$ cat config.mk
export PLATFORM = sky130hd
export DESIGN_NAME = rifl_tx_packer
export DESIGN_NICKNAME = d
export VERILOG_FILES = /design/src/rtl/rifl_tx_packer.sv
export SDC_FILE = /design/constraint.sdc
export NUM_CORES = 2
export LEC_CHECK = 0
export CAP_MARGIN = 40
export CORE_AREA = 3 3 595 479
export CTS_BUF_LIST = sky130_fd_sc_hd__clkbuf_2 sky130_fd_sc_hd__clkbuf_4 sky130_fd_sc_hd__clkbuf_8
export CTS_CLUSTER_DIAMETER = 120
export CTS_CLUSTER_SIZE = 24
export DETAILED_ROUTE_END_ITERATION = 8
export DIE_AREA = 0 0 598 482
export GPL_TIMING_DRIVEN = 1
export PLACE_DENSITY_LB_ADDON = 0.1
export SLEW_MARGIN = 10
export SYNTH_ARGS = -nofsm -noshare
export SYNTH_HDL_FRONTEND = slang
export SYNTH_SLANG_ARGS = --single-unit
$ cat constraint.sdc
create_clock -name clk -period 46.6 [get_ports clk]
set_clock_uncertainty 0.15 [all_clocks]
set_input_delay 9.32 -clock clk [delete_from_list [all_inputs] [get_ports clk]]
set_output_delay 9.32 -clock clk [all_outputs]
set_load 0.005 [all_outputs]
$ cat src/rtl/rifl_tx_packer.sv
// rifl_tx_packer: classifies user AXI-Stream beats, encodes them into {meta, data} words
// and buffers them in a small register FIFO ahead of the RIFL TX controller.
module rifl_tx_packer #(
    parameter int unsigned PAYLOAD_WIDTH = 240,
    parameter int unsigned FIFO_AW       = 4
) (
    input  logic                       clk,
    input  logic                       rst,
    input  logic [PAYLOAD_WIDTH-1:0]   s_axis_tdata,
    input  logic [PAYLOAD_WIDTH/8-1:0] s_axis_tkeep,
    input  logic                       s_axis_tlast,
    input  logic                       s_axis_tvalid,
    output logic                       s_axis_tready,
    input  logic                       rifl_tx_ready,
    output logic [PAYLOAD_WIDTH+1:0]   rifl_tx_payload,
    output logic [FIFO_AW:0]           fifo_level,
    output logic                       keep_error,
    output logic [31:0]                frame_cnt,
    output logic [31:0]                pkt_cnt
);

    localparam int unsigned KeepW = PAYLOAD_WIDTH / 8;
    localparam int unsigned WordW = PAYLOAD_WIDTH + 2;
    localparam int unsigned Depth = 1 << FIFO_AW;
    localparam int unsigned CntW  = $clog2(KeepW + 1);

    localparam logic [1:0] MetaNone = 2'b00;
    localparam logic [1:0] MetaLast = 2'b01;  // last, partial
    localparam logic [1:0] MetaFull = 2'b10;  // last, all bytes valid
    localparam logic [1:0] MetaData = 2'b11;  // data, not last

    logic [WordW-1:0]         mem_q [Depth];
    logic [FIFO_AW-1:0]       wr_ptr_q, rd_ptr_q;
    logic [FIFO_AW:0]         level_q, level_d;
    logic                     keep_error_q;
    logic [31:0]              frame_cnt_q, pkt_cnt_q;

    logic [CntW-1:0]          keep_cnt;
    logic                     keep_contig;
    logic [PAYLOAD_WIDTH-1:0] enc_data;
    logic [1:0]               enc_meta;
    logic                     fifo_empty, fifo_full;
    logic                     beat_hs, push, pop;
    logic [1:0]               head_meta;

    // Classify the incoming beat and build its encoded FIFO word.
    always_comb begin
        keep_cnt    = '0;
        keep_contig = 1'b1;
        enc_data    = '0;
        enc_meta    = MetaNone;
        for (int i = 0; i < KeepW; i++) begin
            keep_cnt = keep_cnt + CntW'(s_axis_tkeep[i]);
        end
        // Contiguous from LSB means bit i is set exactly when i < popcount.
        for (int i = 0; i < KeepW; i++) begin
            if ((CntW'(i) < keep_cnt) != s_axis_tkeep[i]) begin
                keep_contig = 1'b0;
            end
        end
        for (int i = 0; i < KeepW; i++) begin
            enc_data[i*8 +: 8] = s_axis_tkeep[i] ? s_axis_tdata[i*8 +: 8] : 8'h00;
        end
        if (&s_axis_tkeep) begin
            enc_data = s_axis_tdata;
            enc_meta = s_axis_tlast ? MetaFull : MetaData;
        end else if (s_axis_tlast && keep_contig && (keep_cnt != '0)) begin
            // Top byte is always invalid in a partial frame, so the count fits there.
            enc_data[PAYLOAD_WIDTH-1 -: 8] = 8'(keep_cnt);
            enc_meta = MetaLast;
        end
    end

    assign fifo_empty    = (level_q == '0);
    assign fifo_full     = (level_q == (FIFO_AW+1)'(Depth));
    assign s_axis_tready = ~rst & ~fifo_full;
    assign beat_hs       = s_axis_tvalid & s_axis_tready;
    assign push          = beat_hs & (enc_meta != MetaNone);
    assign pop           = rifl_tx_ready & ~fifo_empty;
    assign head_meta     = mem_q[rd_ptr_q][WordW-1 -: 2];

    // Level tracks push/pop; simultaneous push and pop leaves it unchanged.
    always_comb begin
        level_d = level_q;
        if (push && !pop) begin
            level_d = level_q + 1'b1;
        end else if (pop && !push) begin
            level_d = level_q - 1'b1;
        end
    end

    // Pointers, level, sticky error and consumption counters.
    always_ff @(posedge clk) begin
        if (rst) begin
            wr_ptr_q     <= '0;
            rd_ptr_q     <= '0;
            level_q      <= '0;
            keep_error_q <= 1'b0;
            frame_cnt_q  <= '0;
            pkt_cnt_q    <= '0;
        end else begin
            level_q <= level_d;
            if (push) begin
                wr_ptr_q <= wr_ptr_q + 1'b1;
            end
            if (pop) begin
                rd_ptr_q    <= rd_ptr_q + 1'b1;
                frame_cnt_q <= frame_cnt_q + 32'd1;
                if (head_meta == MetaFull || head_meta == MetaLast) begin
                    pkt_cnt_q <= pkt_cnt_q + 32'd1;
                end
            end
            if (beat_hs && enc_meta == MetaNone) begin
                keep_error_q <= 1'b1;
            end
        end
    end

    // FIFO storage; contents are don't-care while empty since the output is gated.
    always_ff @(posedge clk) begin
        if (push) begin
            mem_q[wr_ptr_q] <= {enc_meta, enc_data};
        end
    end

    assign rifl_tx_payload = fifo_empty ? '0 : mem_q[rd_ptr_q];
    assign fifo_level      = level_q;
    assign keep_error      = keep_error_q;
    assign frame_cnt       = frame_cnt_q;
    assign pkt_cnt         = pkt_cnt_q;

endmodule

# ---- Word-level counts from Yosys, hierarchy flattened
# Memory sizes are Yosys's and may differ from the RTL's. A register that Yosys moved wholly into a read port is not among the register bits.
# Cells that the tools add are included.
dict set report op_classes {
  n_mux 73
  eq_ne 33
  n_bitwise 7
  n_reduce_logical 15
  add_sub_neg 35
  magnitude_cmp 30
}
# op n
set op_table {}
lappend op_table {{2-to-1 mux 8 bit} 32}
lappend op_table {{2-to-1 mux 242 bit} 1}
lappend op_table {{2-to-1 mux 232 bit} 1}
lappend op_table {{adder 5 x 1 -> 5 bit} 25}
lappend op_table {{< comparator 5 bit, first input constant} 14}
lappend op_table {{adder 32 x 1 -> 32 bit, second input constant} 2}
lappend op_table {{< comparator 4 x 5 -> 1 bit, first input constant} 8}
lappend op_table {{2-to-1 mux 1 bit} 34}
lappend op_table {{inequality test 1 bit} 30}
lappend op_table {{AND reduction 30 bit} 1}
lappend op_table {{< comparator 3 x 5 -> 1 bit, first input constant} 4}
lappend op_table {{< comparator 1 x 5 -> 1 bit, first input constant} 2}
lappend op_table {{< comparator 2 x 5 -> 1 bit, first input constant} 2}
lappend op_table {{2-to-1 mux 5 bit} 2}
lappend op_table {{adder 4 x 1 -> 4 bit, second input constant} 2}
lappend op_table {{2-to-1 mux 4 bit} 2}
lappend op_table {{adder 4 x 1 -> 5 bit} 1}
lappend op_table {{adder 5 x 1 -> 5 bit, second input constant} 1}
lappend op_table {{equality test 5 bit, second input constant} 1}
lappend op_table {{logical AND 1 bit} 5}
lappend op_table {{zero test 5 bit} 1}
lappend op_table {{nonzero test 5 bit} 1}
lappend op_table {{subtractor 5 x 1 -> 5 bit, second input constant} 1}
lappend op_table {{adder 3 x 1 -> 4 bit} 1}
lappend op_table {{12 further kinds} 19}
dict set report totals {
  elab_cells 200
  mem_count 1
  in_bits 275
  regBits 78
  out_inout_bits 313
  ram_bits 3872
}
# memory depth width read_ports rd_ports_with_merged_regs write_ports line
set memory_table {}
lappend memory_table {mem_q 16 242 1 1 1 32} ;# logic [WordW-1:0] mem_q [Depth];

# ---- Longest topological paths before layout
dict set report logic_depth {
  ltp_word 71
  mapped_depth 34
}

# ---- Worst setup path after synthesis
# No wires, ideal clock.
dict set report synth_path {
  path_kind {in2reg}
  start {input port s_axis_tkeep[23]}
  end {memory mem_q[3][0] (netlist name) (enable)}
  required_time_ns 45.815
  path_buffers 4
  setup_ns 0.635
  arrival_time_ns 21.534
  cell_stages 25
  path_slack_ns 24.281
  path_cell_list {clkbuf_1 -> inv_1 -> fa_1 -> fa_1 -> inv_1 -> fa_1 -> inv_1 -> fa_1 -> fa_1 -> fa_1 -> inv_1 -> ha_1 -> fa_1 -> buf_6 -> a211oi_4 -> o21ba_4 -> nor2_1 -> buf_2 -> o32ai_1 -> o32ai_1 -> or4b_4 -> o41a_4 -> nor2_2 -> buf_2 -> and3_1}
}
dict set report synth_between {
  elab_chain_cells 47
  word_cells_on_any_way 107
  cone_classes {7 x add/sub; 30 x order compare; 30 x eq/ne; 34 x mux; 1 x bitwise; 5 x reduce/logical}
}
# element line
set synth_rtl {}
lappend synth_rtl {{from (decl)} 10} ;# input logic [PAYLOAD_WIDTH/8-1:0] s_axis_tkeep,
lappend synth_rtl {{adder 5 x 1 -> 5 bit (7 in a row)} 53} ;# keep_cnt = keep_cnt + CntW'(s_axis_tkeep[i]);
lappend synth_rtl {{< comparator 1 x 5 -> 1 bit} 57} ;# if ((CntW'(i) < keep_cnt) != s_axis_tkeep[i]) begin
lappend synth_rtl {{inequality test 1 bit} 57}
lappend synth_rtl {{2-to-1 mux 1 bit (30 in a row)} 57}
lappend synth_rtl {{logical AND 1 bit (2 in a row)} 67} ;# end else if (s_axis_tlast && keep_contig && (keep_cnt != '0)) begin
lappend synth_rtl {{2-to-1 mux 1 bit} 67}
lappend synth_rtl {{2-to-1 mux 2 bit (*)} 64} ;# if (&s_axis_tkeep) begin
lappend synth_rtl {{nonzero test 2 bit (*)} 78} ;# assign push = beat_hs & (enc_meta != MetaNone);
lappend synth_rtl {{AND 1 bit (*)} 78}
lappend synth_rtl {{via push} 43} ;# logic beat_hs, push, pop;
lappend synth_rtl {{2-to-1 mux 1 bit (*)} 121} ;# if (push) begin
lappend synth_rtl {{2-to-1 mux 1 bit (implied by the code) (*)} 122} ;# mem_q[wr_ptr_q] <= {enc_meta, enc_data};
lappend synth_rtl {{to (decl)} 32}
# The timed path passes the listed nets; every way through them passes the cells marked *.

# ---- Final worst setup path
dict set report layout_path {
  start {input port s_axis_tkeep[21]}
  end {memory mem_q[11][2] (netlist name) (enable)}
}
dict set report layout_between {
  elab_chain_cells 49
  word_cells_on_any_way 109
  cone_classes {9 x add/sub; 30 x order compare; 30 x eq/ne; 34 x mux; 1 x bitwise; 5 x reduce/logical}
}
# element line
set layout_rtl {}
lappend layout_rtl {{adder 5 x 1 -> 5 bit (9 in a row)} 53}
lappend layout_rtl {{< comparator 1 x 5 -> 1 bit} 57}
lappend layout_rtl {{inequality test 1 bit} 57}
lappend layout_rtl {{2-to-1 mux 1 bit (30 in a row)} 57}
lappend layout_rtl {{logical AND 1 bit (2 in a row)} 67}
lappend layout_rtl {{2-to-1 mux 1 bit} 67}
lappend layout_rtl {{2-to-1 mux 2 bit (*)} 64}
lappend layout_rtl {{nonzero test 2 bit (*)} 78}
lappend layout_rtl {{AND 1 bit (*)} 78}
lappend layout_rtl {{2-to-1 mux 1 bit (*)} 121}
lappend layout_rtl {{2-to-1 mux 1 bit (implied by the code) (*)} 122}
# Every way passes the cells marked *; elsewhere a longest branch is shown, timed or not.

==> run summary <==
Mapped Cells = 6587
IR drop worst, VDD = 113.1 uV
# IOs = 588
fin crit period = 20.87 ns
commonest non-fill, non-tap cell in the layout = edfxtp_1
asr flop ratio synth = 0
worst reg2reg setup slack = 40.54 ns
Skew-Pair Late Insertion Delay = 1.02 ns
CP startpoint kind = input port
Worst EP required = 47.11 ns
fin cells = 10981
1st-iter DRT viols = 7620
Core ar. = 0.2800 sq mm
final instance area = 0.1685 sq mm
die area = 0.2882 sq mm
Pleak = 45.33 nW
Sink Count = 3954
hold buffers post-CTS = 0
outcome = finished, final reports clean
Pint = 5.544 mW
worst setup path category = in2reg
initial antenna violation count = 29
worst r2r path cells = 12
Via Count = 70654
Tot GR Track Use = 0.2593
Fin Setup TNS = 0 ns
Layout area overhead = 9.773%
Setup WS pre-CTS = 24.75 ns
Flop pwr share = 0.498
Rel. slew slack = 0.2968
HPWL Detailed = 222200 um
max frequency = 47.91 MHz
Synth warnings = 0
Clock Power Share = 0.175
Max FO, Critical Path = 46
Unique masters post-synth = 76
antenna-violating nets left = 0
Hold Path Stages = 2
Hold Startpoint = rd_ptr_q[1]
CTS tree = done
H-tree depth = 4
post-CTS sizing = 0
drt first pass iters = 5
first-pass GRT wire length = 536000 um
r2r endpoint = pkt_cnt[28]
worst endpoint data arrival time = 21.38 ns
via/cell ratio = 6.434
commonest non-fill, non-tap cells in the layout = 3872 x edfxtp_1, 1210 x mux4_2, 586 x clkdlybuf4s50_1
die width = 598 um
Crit. Startpoint = s_axis_tkeep[21]
Synth area leader = edfxtp_1
sw frac = 0.2949
synth top area cells = edfxtp_1 76%, mux4_2 18%, dfxtp_1 1.1%
flops & latches, synth = 3954
Max-cap violations = 0
fraction of the yosys area taken by sequential cells = 0.7680
Hold WS = 0.3537 ns
Die Ht = 482 um
final core utilization = 0.6020
placed cell count = 10735
Fin. Hold Viols = 0
Final setup viols = 0
Post-DP Area = 0.1655 sq mm
Sw Pwr = 2.319 mW
Max clock buf depth = 4
Netlist Area Pre-Place = 0.1535 sq mm
largest net degree at the start of global routing = 145
# nets final = 7557
Power Dens Cells = 46.66 mW/mm^2
Reg clk slew, reported paths = 0.14 ns
crit end category = flip-flop
number of core rows = 174
final RePlAce weighted congestion = 0.8303
post-CTS setup buffers = 0
Logic pwr share = 0.326
Post-synth EDFFs = 3872
CTS root buffer = clkbuf_8
part of the cycle the worst path needs = 0.4479
total congestion overflow = 0
total power = 7.863 mW
RSZ-0062 raised after global routing = false
slew at the pin with the worst max-slew slack = 1.055 ns
final worst slack = 25.73 ns
DRC = 0
drt wl/cell = 33.71 um
ys flop type = edfxtp_1
max-slew violations = 0
Avg Cell Area, Syn = 23.31 sq um
post-synth net total = 6905
Initial Utilization = 0.5484
total CTS buffers = 190
layout cells sized above 1 = 0.2331
top cell type's share of synthesized area = 0.7573
Min-Delay Path Class = reg2reg
port buffer count = 587
Post-Route WL = 370200 um
vias in the first global route = 72156
registers in the layout, indices dropped and copies added (netlist names), named ones only:
signal / count
rd_ptr_q: 4
wr_ptr_q: 4
keep_error: 1
frame_cnt: 32
pkt_cnt: 32
fifo_level: 5
mem_q: 3872
cell families after synthesis:
family	synth area share
DFF	0.7680
muxes	0.1782
and+or+nand+nor	0.02980
buffers and inverters	0.01021
AOI/OAI and AO/OA	0.005298
xor gates and xnor gates	0.003863
adders and majority gates	0.004629
cells in the mapped netlist, types with 27 or more instances:
master / instances
dfxtp_1: 82
inv_1: 61
nor2_1: 99
nor2b_1: 262
mux4_2: 1210
buf_1: 57
nand3_1: 30
xor2_1: 40
nand4_1: 27
nand2_1: 48
clkbuf_1: 281
edfxtp_1: 3872
and2_1: 219
worst max-delay path by stage:
stage | endpoint | slack, ns
2_1_floorplan | mem_q[3][0] | 24.28
3_3_place_gp | mem_q[2][202] | 24.13
3_5_place_dp | mem_q[11][214] | 24.75
4_1_cts | mem_q[11][9] | 25.88
5_1_grt | mem_q[11][2] | 25.30
6_report | mem_q[11][2] | 25.73
final cells by class:
| class | instances | area, sq um |
|---|---|---|
| repair buffers | 807 | 8708 |
| multi-input cells | 2224 | 34120 |
| fillers | 19329 | 111400 |
| well taps | 3696 | 4624 |
| flip-flops and latches | 3954 | 117900 |
| clock inverters | 2 | 16.27 |
| diodes | 15 | 37.54 |
| clock buffers | 221 | 2867 |
| inverters | 62 | 232.7 |
power by group through the flow:
stage / clock network [mW] / registers, mW / logic (mW)
finish: 1.38 / 3.92 / 2.56
global route: 1.54 / 3.92 / 2.74
CTS: 1.43 / 3.92 / 2.60
detailed placement: 0 / 4.00 / 2.59
global placement: 0 / 4.00 / 2.55
floorplan: 0 / 3.98 / 1.55
metal layers:
layer | share of wire | track usage
met1 | 0.42 | 0.3880
met2 | 0.50 | 0.4207
met3 | 0.064 | 0.03291
met4 | 0.021 | 0.05134
met5 | 0.000030 | 0
worst max-delay path, stage by stage:
cell and delay (ns):
clkdlybuf4s50_1 0.86, fa_1 0.71, inv_1 0.07, fa_1 0.49
inv_1 0.05, fa_1 0.47, inv_1 0.05, fa_1 0.46
fa_1 0.60, fa_1 0.45, inv_1 0.07, ha_1 0.33
fa_1 0.55, a211oi_4 0.15, o21bai_1 0.64, nand2_2 0.45
nor4_1 0.55, o22ai_1 0.15, or4b_4 0.54, o41a_4 0.58
nor2_2 0.54, and4_4 0.68, buf_12 0.30, buf_4 0.62
buf_4 0.71, buf_4 0.77
(Power assumes the default switching activity.)
